### config.mk
export PLATFORM = sky130hd
export DESIGN_NAME = dac_serial_tx
export DESIGN_NICKNAME = d
export VERILOG_FILES = /design/src/rtl/dac_serial_tx.sv
export SDC_FILE = /design/constraint.sdc
export NUM_CORES = 1
export LEC_CHECK = 0
export CAP_MARGIN = 25
export CORE_ASPECT_RATIO = 0.8
export CORE_MARGIN = 2
export CORE_UTILIZATION = 53
export CTS_BUF_LIST = sky130_fd_sc_hd__clkbuf_4
export CTS_CLUSTER_SIZE = 10
export DETAILED_ROUTE_END_ITERATION = 10
export HOLD_SLACK_MARGIN = 0.15
export PLACE_DENSITY = 0.78
export REMOVE_ABC_BUFFERS = 1
export SYNTH_ARGS = -nofsm -noshare
export SYNTH_HDL_FRONTEND = slang
export SYNTH_SLANG_ARGS = --single-unit
### constraint.sdc
create_clock -name clk -period 2 [get_ports clk]
set_input_delay 0.4 -clock clk [delete_from_list [all_inputs] [get_ports clk]]
set_output_delay 0.4 -clock clk [all_outputs]
set_load 0.02 [all_outputs]
### src/rtl/dac_serial_tx.sv
// Frames 16-bit DAC command words MSB-first onto a SYNC/SCLK/DIN serial DAC link.
// Optional build macro DAC_SERIAL_TX_FIFO_EN replaces the one-word holding register with a FIFO.
//
// state   | meaning
// ST_IDLE | link idle, pops the next buffered word and drops dac_sync
// ST_HI   | dac_clk high half of a bit
// ST_LO   | dac_clk low half of a bit (DAC samples on the falling edge)
// ST_END  | dac_clk high tail before dac_sync is released
// ST_GAP  | minimum dac_sync-high time between frames
module dac_serial_tx #(
    parameter int CLK_DIV    = 2,
    parameter int SYNC_GAP   = 4,
    parameter int FIFO_DEPTH = 4
) (
    input  logic        clk,
    input  logic        reset_n,
    input  logic [15:0] s_data,
    input  logic        s_valid,
    output logic        s_ready,
    output logic        busy,
    output logic        frame_done,
    output logic        dac_sync,
    output logic        dac_clk,
    output logic        dac_din
);
    typedef enum logic [2:0] {ST_IDLE, ST_HI, ST_LO, ST_END, ST_GAP} state_t;

    localparam logic [7:0] DIV_LOAD = 8'(CLK_DIV - 1);
    localparam logic [7:0] GAP_LOAD = 8'(SYNC_GAP - 1);

    state_t      state, state_nxt;
    logic [7:0]  timer, timer_nxt;
    logic [3:0]  bit_cnt, bit_cnt_nxt;
    logic [14:0] shreg, shreg_nxt;
    logic        sync_nxt, dclk_nxt, din_nxt, done_nxt;
    logic        tc, push, pop;
    logic        buf_nonempty, buf_nonempty_nxt;
    logic [15:0] buf_head;

    assign tc   = (timer == 8'd0);
    assign push = s_valid & s_ready;
    assign pop  = (state == ST_IDLE) & buf_nonempty;

`ifdef DAC_SERIAL_TX_FIFO_EN
    localparam int AW = (FIFO_DEPTH > 1) ? $clog2(FIFO_DEPTH) : 1;
    localparam logic [AW:0]   DEPTH_C = FIFO_DEPTH[AW:0];
    localparam logic [AW:0]   CNT_ONE = 1;
    localparam logic [AW-1:0] PTR_ONE = 1;

    logic [15:0]   mem [FIFO_DEPTH];
    logic [AW-1:0] wr_ptr, rd_ptr;
    logic [AW:0]   count, count_nxt;

    always_comb begin
        count_nxt = count;
        if (push && !pop)
            count_nxt = count + CNT_ONE;
        else if (pop && !push)
            count_nxt = count - CNT_ONE;
    end

    assign buf_nonempty     = (count != '0);
    assign buf_nonempty_nxt = (count_nxt != '0);
    assign buf_head         = mem[rd_ptr];

    always_ff @(posedge clk) begin
        if (push)
            mem[wr_ptr] <= s_data;
    end

    always_ff @(posedge clk or negedge reset_n) begin
        if (!reset_n) begin
            wr_ptr  <= '0;
            rd_ptr  <= '0;
            count   <= '0;
            s_ready <= 1'b1;
        end else begin
            if (push)
                wr_ptr <= wr_ptr + PTR_ONE;
            if (pop)
                rd_ptr <= rd_ptr + PTR_ONE;
            count   <= count_nxt;
            s_ready <= (count_nxt < DEPTH_C);
        end
    end
`else
    logic        hold_valid, hold_valid_nxt;
    logic [15:0] hold_data;

    assign hold_valid_nxt   = push | (hold_valid & ~pop);
    assign buf_nonempty     = hold_valid;
    assign buf_nonempty_nxt = hold_valid_nxt;
    assign buf_head         = hold_data;

    // Ready also while idle so a word can be accepted in the same cycle the held one is popped.
    always_ff @(posedge clk or negedge reset_n) begin
        if (!reset_n) begin
            hold_valid <= 1'b0;
            hold_data  <= '0;
            s_ready    <= 1'b1;
        end else begin
            hold_valid <= hold_valid_nxt;
            if (push)
                hold_data <= s_data;
            s_ready <= ~hold_valid_nxt | (state_nxt == ST_IDLE);
        end
    end
`endif

    always_ff @(posedge clk or negedge reset_n) begin
        if (!reset_n) begin
            state      <= ST_IDLE;
            timer      <= '0;
            bit_cnt    <= '0;
            shreg      <= '0;
            dac_sync   <= 1'b1;
            dac_clk    <= 1'b1;
            dac_din    <= 1'b0;
            frame_done <= 1'b0;
            busy       <= 1'b0;
        end else begin
            state      <= state_nxt;
            timer      <= timer_nxt;
            bit_cnt    <= bit_cnt_nxt;
            shreg      <= shreg_nxt;
            dac_sync   <= sync_nxt;
            dac_clk    <= dclk_nxt;
            dac_din    <= din_nxt;
            frame_done <= done_nxt;
            busy       <= (state_nxt != ST_IDLE) | buf_nonempty_nxt;
        end
    end

    always_comb begin
        state_nxt   = state;
        timer_nxt   = tc ? timer : timer - 8'd1;
        bit_cnt_nxt = bit_cnt;
        shreg_nxt   = shreg;
        case (state)
            ST_IDLE: begin
                if (buf_nonempty) begin
                    state_nxt   = ST_HI;
                    timer_nxt   = DIV_LOAD;
                    bit_cnt_nxt = 4'd0;
                    shreg_nxt   = buf_head[14:0];
                end
            end
            ST_HI: begin
                if (tc) begin
                    state_nxt = ST_LO;
                    timer_nxt = DIV_LOAD;
                end
            end
            ST_LO: begin
                if (tc) begin
                    timer_nxt = DIV_LOAD;
                    if (bit_cnt == 4'd15) begin
                        state_nxt = ST_END;
                    end else begin
                        state_nxt   = ST_HI;
                        shreg_nxt   = {shreg[13:0], 1'b0};
                        bit_cnt_nxt = bit_cnt + 4'd1;
                    end
                end
            end
            ST_END: begin
                if (tc) begin
                    state_nxt = ST_GAP;
                    timer_nxt = GAP_LOAD;
                end
            end
            ST_GAP: begin
                if (tc)
                    state_nxt = ST_IDLE;
            end
            default: state_nxt = ST_IDLE;
        endcase
    end

    // dac_din only moves with a rising dac_clk or at frame start, never on a falling edge.
    always_comb begin
        sync_nxt = dac_sync;
        dclk_nxt = dac_clk;
        din_nxt  = dac_din;
        done_nxt = 1'b0;
        case (state)
            ST_IDLE: begin
                if (buf_nonempty) begin
                    sync_nxt = 1'b0;
                    din_nxt  = buf_head[15];
                end
            end
            ST_HI: begin
                if (tc)
                    dclk_nxt = 1'b0;
            end
            ST_LO: begin
                if (tc) begin
                    dclk_nxt = 1'b1;
                    if (bit_cnt != 4'd15)
                        din_nxt = shreg[14];
                end
            end
            ST_END: begin
                if (tc) begin
                    sync_nxt = 1'b1;
                    done_nxt = 1'b1;
                end
            end
            default: ;
        endcase
    end
endmodule

# [Word level (Yosys, flattened, before mapping)]
# Cells that the tools add are included.
[word_totals] register_bits=53 input_bits=19 out_inout_bits=6 wordCells=77
[classes] n_addsub=2 n_eq_ne=12 muxes=31 bitwise=8 reduce_logical=12
[ops] op="15-bit 2-to-1 mux" count=3
[ops] op="8-bit 2-to-1 mux" count=4
[ops] op="15-bit one-hot mux with 2 select lines" count=1
[ops] op="8-bit one-hot mux with 3 select lines" count=1
[ops] op="3-bit 2-to-1 mux" count=5
[ops] op="3-bit one-hot mux with 5 select lines" count=1
[ops] op="4-bit 2-to-1 mux" count=3
[ops] op="2-bit inequality test (second input constant)" count=6
[ops] op="8-bit logical NOT" count=1
[ops] op="1-bit 2-to-1 mux" count=8
[ops] op="4-bit one-hot mux with 2 select lines" count=1
[ops] op="4-bit AND reduction" count=2
[ops] op="8-bit by 1-bit subtractor with 8-bit output (second input constant)" count=1
[ops] op="3-bit by 2-bit == test with 1-bit output (second input constant)" count=2
[ops] op="3-bit logical NOT" count=2
[ops] op="1-bit one-hot mux with 2 select lines" count=3
[ops] op="3-bit AND reduction" count=2
[ops] op="2-bit nonzero test" count=3
[ops] op="4-bit by 1-bit adder with 4-bit output (second input constant)" count=1
[ops] op="4-bit == test (second input constant)" count=1
[ops] op="4-bit inequality test (second input constant)" count=1
[ops] op="1-bit AND" count=3
[ops] op="3-bit by 1-bit == test with 1-bit output (second input constant)" count=1
[ops] op="3-bit == test (second input constant)" count=1
[ops] op="other kinds (5)" count=8

# [Longest topological paths before layout]
# Gate-level depths: netlist of run 1.
[depth] depth_word=7 depth_mapped=8 ltp_nobuf=6

# [Worst setup path before layout of run 1]
# Ideal clock, no wire load.
[synth_timing] kind="reg2reg" from="reg timer[2]" to="reg shreg[10]" setup_ps=125 arrival_ps=1737 t_required_ps=1875 slack_ps=137 stages_incl_launch_ff=6 path_buffers=1 period_less_slack_ps=1863 cell_sequence="dfrtp_1 > nor4_4 > nand3_4 > a21oi_4 > buf_12 > mux2_4"
[synth_between] elab_chain_cells=3
[synth_rtl] element="start: declaration" line="32" source="logic [7:0] timer, timer_nxt;"
[synth_rtl] element="start signal: assignment" line="123" source="timer <= timer_nxt;"
[synth_rtl] element="8-bit logical NOT" line="40" source="assign tc = (timer == 8'd0);"
[synth_rtl] element="2-bit inequality test (no line)"
[synth_rtl] element="4-bit AND reduction (no line)"
[synth_rtl] element="end signal: assignment" line="125" source="shreg <= shreg_nxt;"
[synth_rtl] element="end: declaration" line="34" source="logic [14:0] shreg, shreg_nxt;"
# No other way between the ends.
# A chain may end at the register's enable or synchronous reset.

# [Worst setup path after layout of run 1]
[layout_timing] from="reg dac_clk" to="out dac_clk"
[layout_rtl] element="start: declaration" line="23" source="output logic dac_clk,"
[layout_rtl] element="start signal: assignment" line="127" source="dac_clk <= dclk_nxt;"
# No word-level cell between the ends.

==> results.yml, run 1 <==
timing:
  fin_worst_skew_ns: 0.0104
  period_share_pct: 96.9
  period_needed_ns: 1.94
  relSlewSlack_pct: 72.2
  fmax_mhz: 516
  rsz0062_at_grt: "no"
  setup_ws_ns: 0.0616
  setup_viol: 0
  tightest_slew_ns: 0.415
  finalSetupTns_ns: 0
  drv_slew: 0
  hold_ws_ns: 0.518
  finalHoldViolCount: 0
cts:
  tritoncts: "yes"
  cts.clk_slew.worst_paths_ns: 0.15
  postCtsSetupBuffers: 0
  worstSkewPairLatency_ns: 0.37
  cts_htree_levels: 2
  cts_sinks: 53
  clockBufferDepth: 2
  cts-root-buf: "clkbuf_4"
  cts_buffers: 5
logic_synthesis:
  synth.yosys.seq_area_share_pct: 52.3
  ys_ff_latch: 53
  synth-edff-count: 0
  synth_common_cells: "dfrtp_1 (50), mux2_2 (37), nand2_1 (13)"
  yosys.cell_types.count: 44
  synth_top_area_share_pct: 49.2
  synth.most_common_cell: "dfrtp_1"
  syn_area_mm2: 0.00254
  yosys_warnings: 0
  synthTopCellsByArea: "dfrtp_1 (49%), mux2_2 (16%), mux2_4 (5.3%)"
  synth_cells: 199
  syn_avg_cell_area_um2: 12.8
  ys.flop_type: "dfrtp_1"
  synthArstFlopShare_pct: 100
  synth.largest_area_cell: "dfrtp_1"
setup_path:
  cp_num_cells: 1
  cp_slowest_stage_delay_ns: 0.60
  endpoint: "dac_clk"
  timing.rr.end: "shreg[12]"
  crit_type: "reg2out"
  cp_slowest_cell: "clkdlybuf4s50_1"
  r2r_cells: 4
  cp-end-kind: "output port"
  ff2ff_setup_slack_ns: 0.15
  r2r_start: "state[1]"
  critPathTopFamily: "buffers and inverters"
  path_cells: "clkdlybuf4s50_1"
  crit_arrival_ns: 1.54
  crit_required_ns: 1.60
  cp-start-kind: "flop"
  cp_num_buf_inv: 1
  worstPathMaxFanout: 3
  critPathLaunch: "dac_clk"
finish:
  finalInstanceArea_mm2: 0.00302
  finalNetCount: 258
  final_layout_size_suffix_gt1_share_pct: 32.9
  final_cells: 297
  n_antenna_cell: 0
  syn2layout_area_growth_pct: 18.9
  fin_util_pct: 65.7
detailed_routing:
  drt_iter0_markers: 117
  wl_mm: 4.33
  vias: 1621
  vias_per_cell: 5.46
  dr.pass1.iters: 4
  wire_per_inst_um: 14.6
  ant_nets: 0
  drc_errors: 0
placement:
  place.detailed.hpwl_mm: 3.09
  portBuffers: 24
  post_dp_cell_area_mm2: 0.00293
  finalWeightedCongestion: 0.789
  dp_slack_ns: 0.184
  dpl.cell_count: 288
grt:
  grtUsageTotal_pct: 18.5
  grt_pass1_vias: 1586
  antenna_found_initial: 0
  grt_max_degree: 54
  grt.overflow.total: 0
  grt_pass1_wl_mm: 7.51
status:
  outcome: "completed"
power_and_ir_drop:
  p_leak_nw: 1.33
  p_per_area_mw_per_mm2: 726
  irDropWorstVdd_v: 0.000588
  report.power.total_mw: 2.19
die:
  rows: 22
  start_util_pct: 55.3
  ioPinCount: 25
  core_mm2: 0.00460
  fp.dieW_um: 81.4
  die-area_mm2: 0.00537
  die_y_um: 65.9
run:
  cap_viol_max_count: 0
min_path:
  hold_path_class: "reg2reg"
-- final cells by class --
class	instances	area [µm²]
inverters	4	15.0
fillers	325	1580
multi-input cells	133	1140
repair buffers	39	378
clock inverters	3	41.3
flip-flops and latches	53	1330
well taps	60	75.1
clock buffers	5	37.5
-- worst min-delay path by stage --
stage                           start          to  cells past startpoint
after global placement        reset_n        busy                      2
after detailed placement      reset_n        busy                      2
after floorplan               reset_n  bit_cnt[0]                      0
final                     buf_head[0]    shreg[0]                      2
after CTS                     reset_n        busy                      3
after global routing          reset_n    shreg[6]                      3
-- flip-flops by register name, summed over array words and instances, names as in the netlist, 3 cells and up --
register / cells
bit_cnt: 4
timer: 8
buf_head: 16
state: 3
shreg: 15
-- power by group --
group          internal [mW]  switching, mW  total (mW)
combinational          0.229          0.101       0.330
sequential              1.21         0.0674        1.27
clock                  0.259          0.331       0.590
total                   1.69          0.499        2.19
-- what timing repair did --
item | 4_1_cts | 5_1_grt
setup endpoints to repair | 0 | 1
hold buffers | 1 | 0
gates resized for setup | 0 | 1
endpoints found under the hold margin | 50 | 0
-- kinds of logic (layout without fill, tap and decap cells) --
logic type                 Yosys count  in the layout  synth area share (%)
AOI/OAI and AO/OA                   35             35                  9.55
xor gates and xnor gates             3              3                  1.03
adders and majority gates            3              3                  1.48
buffers and inverters               13             51                  2.81
DFF                                 53             53                  52.3
muxes                               49             49                  22.9
and+or+nand+nor                     43             43                  9.90
-- routing by layer --
metal	wire [µm]	track usage, %
met4	58	6.36
met3	115	3.28
met2	2010	26.5
met5	0	0
met1	2150	28.0
-- placed cells by master (no fill, tap or decap), types with 2 or more instances in the layout --
cell type        instances
clkbuf_4                 5
inv_1                    4
dfrtp_1                 50
mux2_2                  37
o21a_1                   2
buf_12                   2
ha_1                     3
nor3_1                   2
a21o_1                   2
o31ai_1                  3
nand2_1                 13
xor2_1                   2
o21ai_0                 11
nor2_1                  11
clkdlybuf4s50_1         22
nor2b_1                  2
nand3_1                  5
mux2i_1                  3
buf_4                   12
mux2_4                   9
a21oi_1                  6
dfstp_2                  3
Power figures use the tool's default switching activity.
==> inputs of run 2 (changes only) <==
Settings changed: CORE_UTILIZATION 53 to 30, PLACE_DENSITY 0.78 to default.
==> results.yml, run 2 (same netlist as run 1, synthesis figures left out) <==
placement:
  finalWeightedCongestion: 0.819
  dpl.cell_count: 339
  dp_slack_ns: 0.231
  place.detailed.hpwl_mm: 3.09
  portBuffers: 24
grt:
  grt_pass1_wl_mm: 7.91
  grt_pass1_vias: 1602
  grt.overflow.total: 0
  antenna_found_initial: 0
  grtUsageTotal_pct: 10.8
  grt_max_degree: 54
cts:
  cts.clk_slew.worst_paths_ns: 0.16
  cts_buffers: 5
  postCtsSetupBuffers: 0
  cts_sinks: 53
  clockBufferDepth: 2
  worstSkewPairLatency_ns: 0.37
  tritoncts: "yes"
  cts-root-buf: "clkbuf_4"
  cts_htree_levels: 2
finish:
  finalNetCount: 257
  syn2layout_area_growth_pct: 22.5
  n_antenna_cell: 0
  largest_reg_flops: 16
  final_cells: 348
  mostFrequentLayoutCells: "dfrtp_1 (50), mux2_2 (37), clkdlybuf4s50_1 (21)"
  final_layout_size_suffix_gt1_share_pct: 33.1
  mostFrequentLayoutCell: "dfrtp_1"
die:
  fp.dieW_um: 107
  die-area_mm2: 0.00923
  die_y_um: 86.3
  core_mm2: 0.00837
  rows: 30
  start_util_pct: 30.4
  ioPinCount: 25
detailed_routing:
  drt_iter0_markers: 79
  vias: 1621
  drc_errors: 0
  ant_nets: 0
  wire_per_inst_um: 13.2
  vias_per_cell: 4.66
  wl_mm: 4.58
  dr.pass1.iters: 4
power_and_ir_drop:
  net-switching-power_mw: 0.506
  comb_power_share_pct: 14.8
  clkPwrFrac_pct: 27.8
  p_per_area_mw_per_mm2: 714
  p_leak_nw: 1.34
  intPower_mw: 1.72
  irDropWorstVdd_v: 0.000272
  swShare_pct: 22.8
  seqPwrFrac_pct: 57.5
timing:
  period_share_pct: 95.6
  period_needed_ns: 1.91
  rsz0062_at_grt: "no"
  tightest_slew_ns: 0.373
  finalHoldViolCount: 0
  fin_worst_skew_ns: 0.00968
  relSlewSlack_pct: 75.1
  setup_ws_ns: 0.0887
  drv_slew: 0
  setup_viol: 0
  fmax_mhz: 523
setup_path:
  worstPathMaxFanout: 2
  crit_type: "reg2out"
  crit_arrival_ns: 1.51
  path_cells: "clkdlybuf4s50_1"
  cp-end-kind: "output port"
  crit_required_ns: 1.60
  critPathTopFamily: "buffers and inverters"
  cp_num_buf_inv: 1
  cp-start-kind: "flop"
  cp_slowest_cell: "clkdlybuf4s50_1"
  cp_slowest_stage_delay_ns: 0.59
run:
  cap_viol_max_count: 0
status:
  outcome: "completed"
min_path:
  hold_path_class: "reg2reg"
run 2: cell types whose count changed in the layout (fill, tap and decap cells not counted), sizes merged:
cell and change:
clkbuf +1, clkdlybuf4s50 -1, clkinvlp -1, buf -1, dlymetal6s2s +1
run 2: layout make-up:
cell class                      count  area [µm²]
Clock buffer                        6        45.0
Tap cell                          112         140
Sequential cell                    53        1330
Fill cell                         816        5260
Timing Repair Buffer               38         398
Multi-Input combinational cell    133        1140
Clock inverter                      2        38.8
Inverter                            4        15.0
run 2: timing repair:
item	4_1_cts	5_1_grt
endpoints found under the hold margin	50	0
gates resized for setup	0	2
endpoints found under the setup margin	0	2
hold buffers	1	0
run 2: final timing paths:
kind,start,to,slack [ns],depth (start not counted)
worst max-delay path,dac_sync,dac_sync,0.09,1
worst max register to register,timer[2],shreg[14],0.21,5
worst min-delay path,buf_head[0],shreg[0],0.50,2
worst min register to register,buf_head[0],shreg[0],0.50,2
min in group asynchronous,reset_n,busy,0.54,3
max in group asynchronous,reset_n,dac_clk,1.18,3
run 2: per-layer routing:
| metal | track usage, % | vias to the layer above | share of wire [%] |
|---|---|---|---|
| met5 | 0 | - | 0 |
| met1 | 15.8 | 798 | 52 |
| met2 | 15.6 | 30 | 43 |
| li1 | - | 789 | - |
| met4 | 3.90 | 0 | 1.2 |
| met3 | 2.56 | 4 | 3.4 |
run 2: metrics by stage:
step	util (%)	hold WS, ns	instance area [µm²]	setup TNS (ns)	power, mW
2_1_floorplan	-	0.104	2480	-22.52	1.51
3_3_place_gp	36.0	0.417	3010	0	1.63
3_5_place_dp	36.0	0.421	3010	0	1.64
4_1_cts	37.1	0.517	3110	0	2.27
5_1_grt	37.2	0.536	3110	0	2.36
6_report	37.2	0.504	3110	0	2.22
run 2: power groups by stage:
stage	sequential, mW	clock [mW]	combinational [mW]
after floorplan	1.27	0	0.237
after global placement	1.30	0	0.325
after detailed placement	1.30	0	0.334
after CTS	1.28	0.649	0.337
after global routing	1.30	0.688	0.372
final	1.28	0.617	0.328
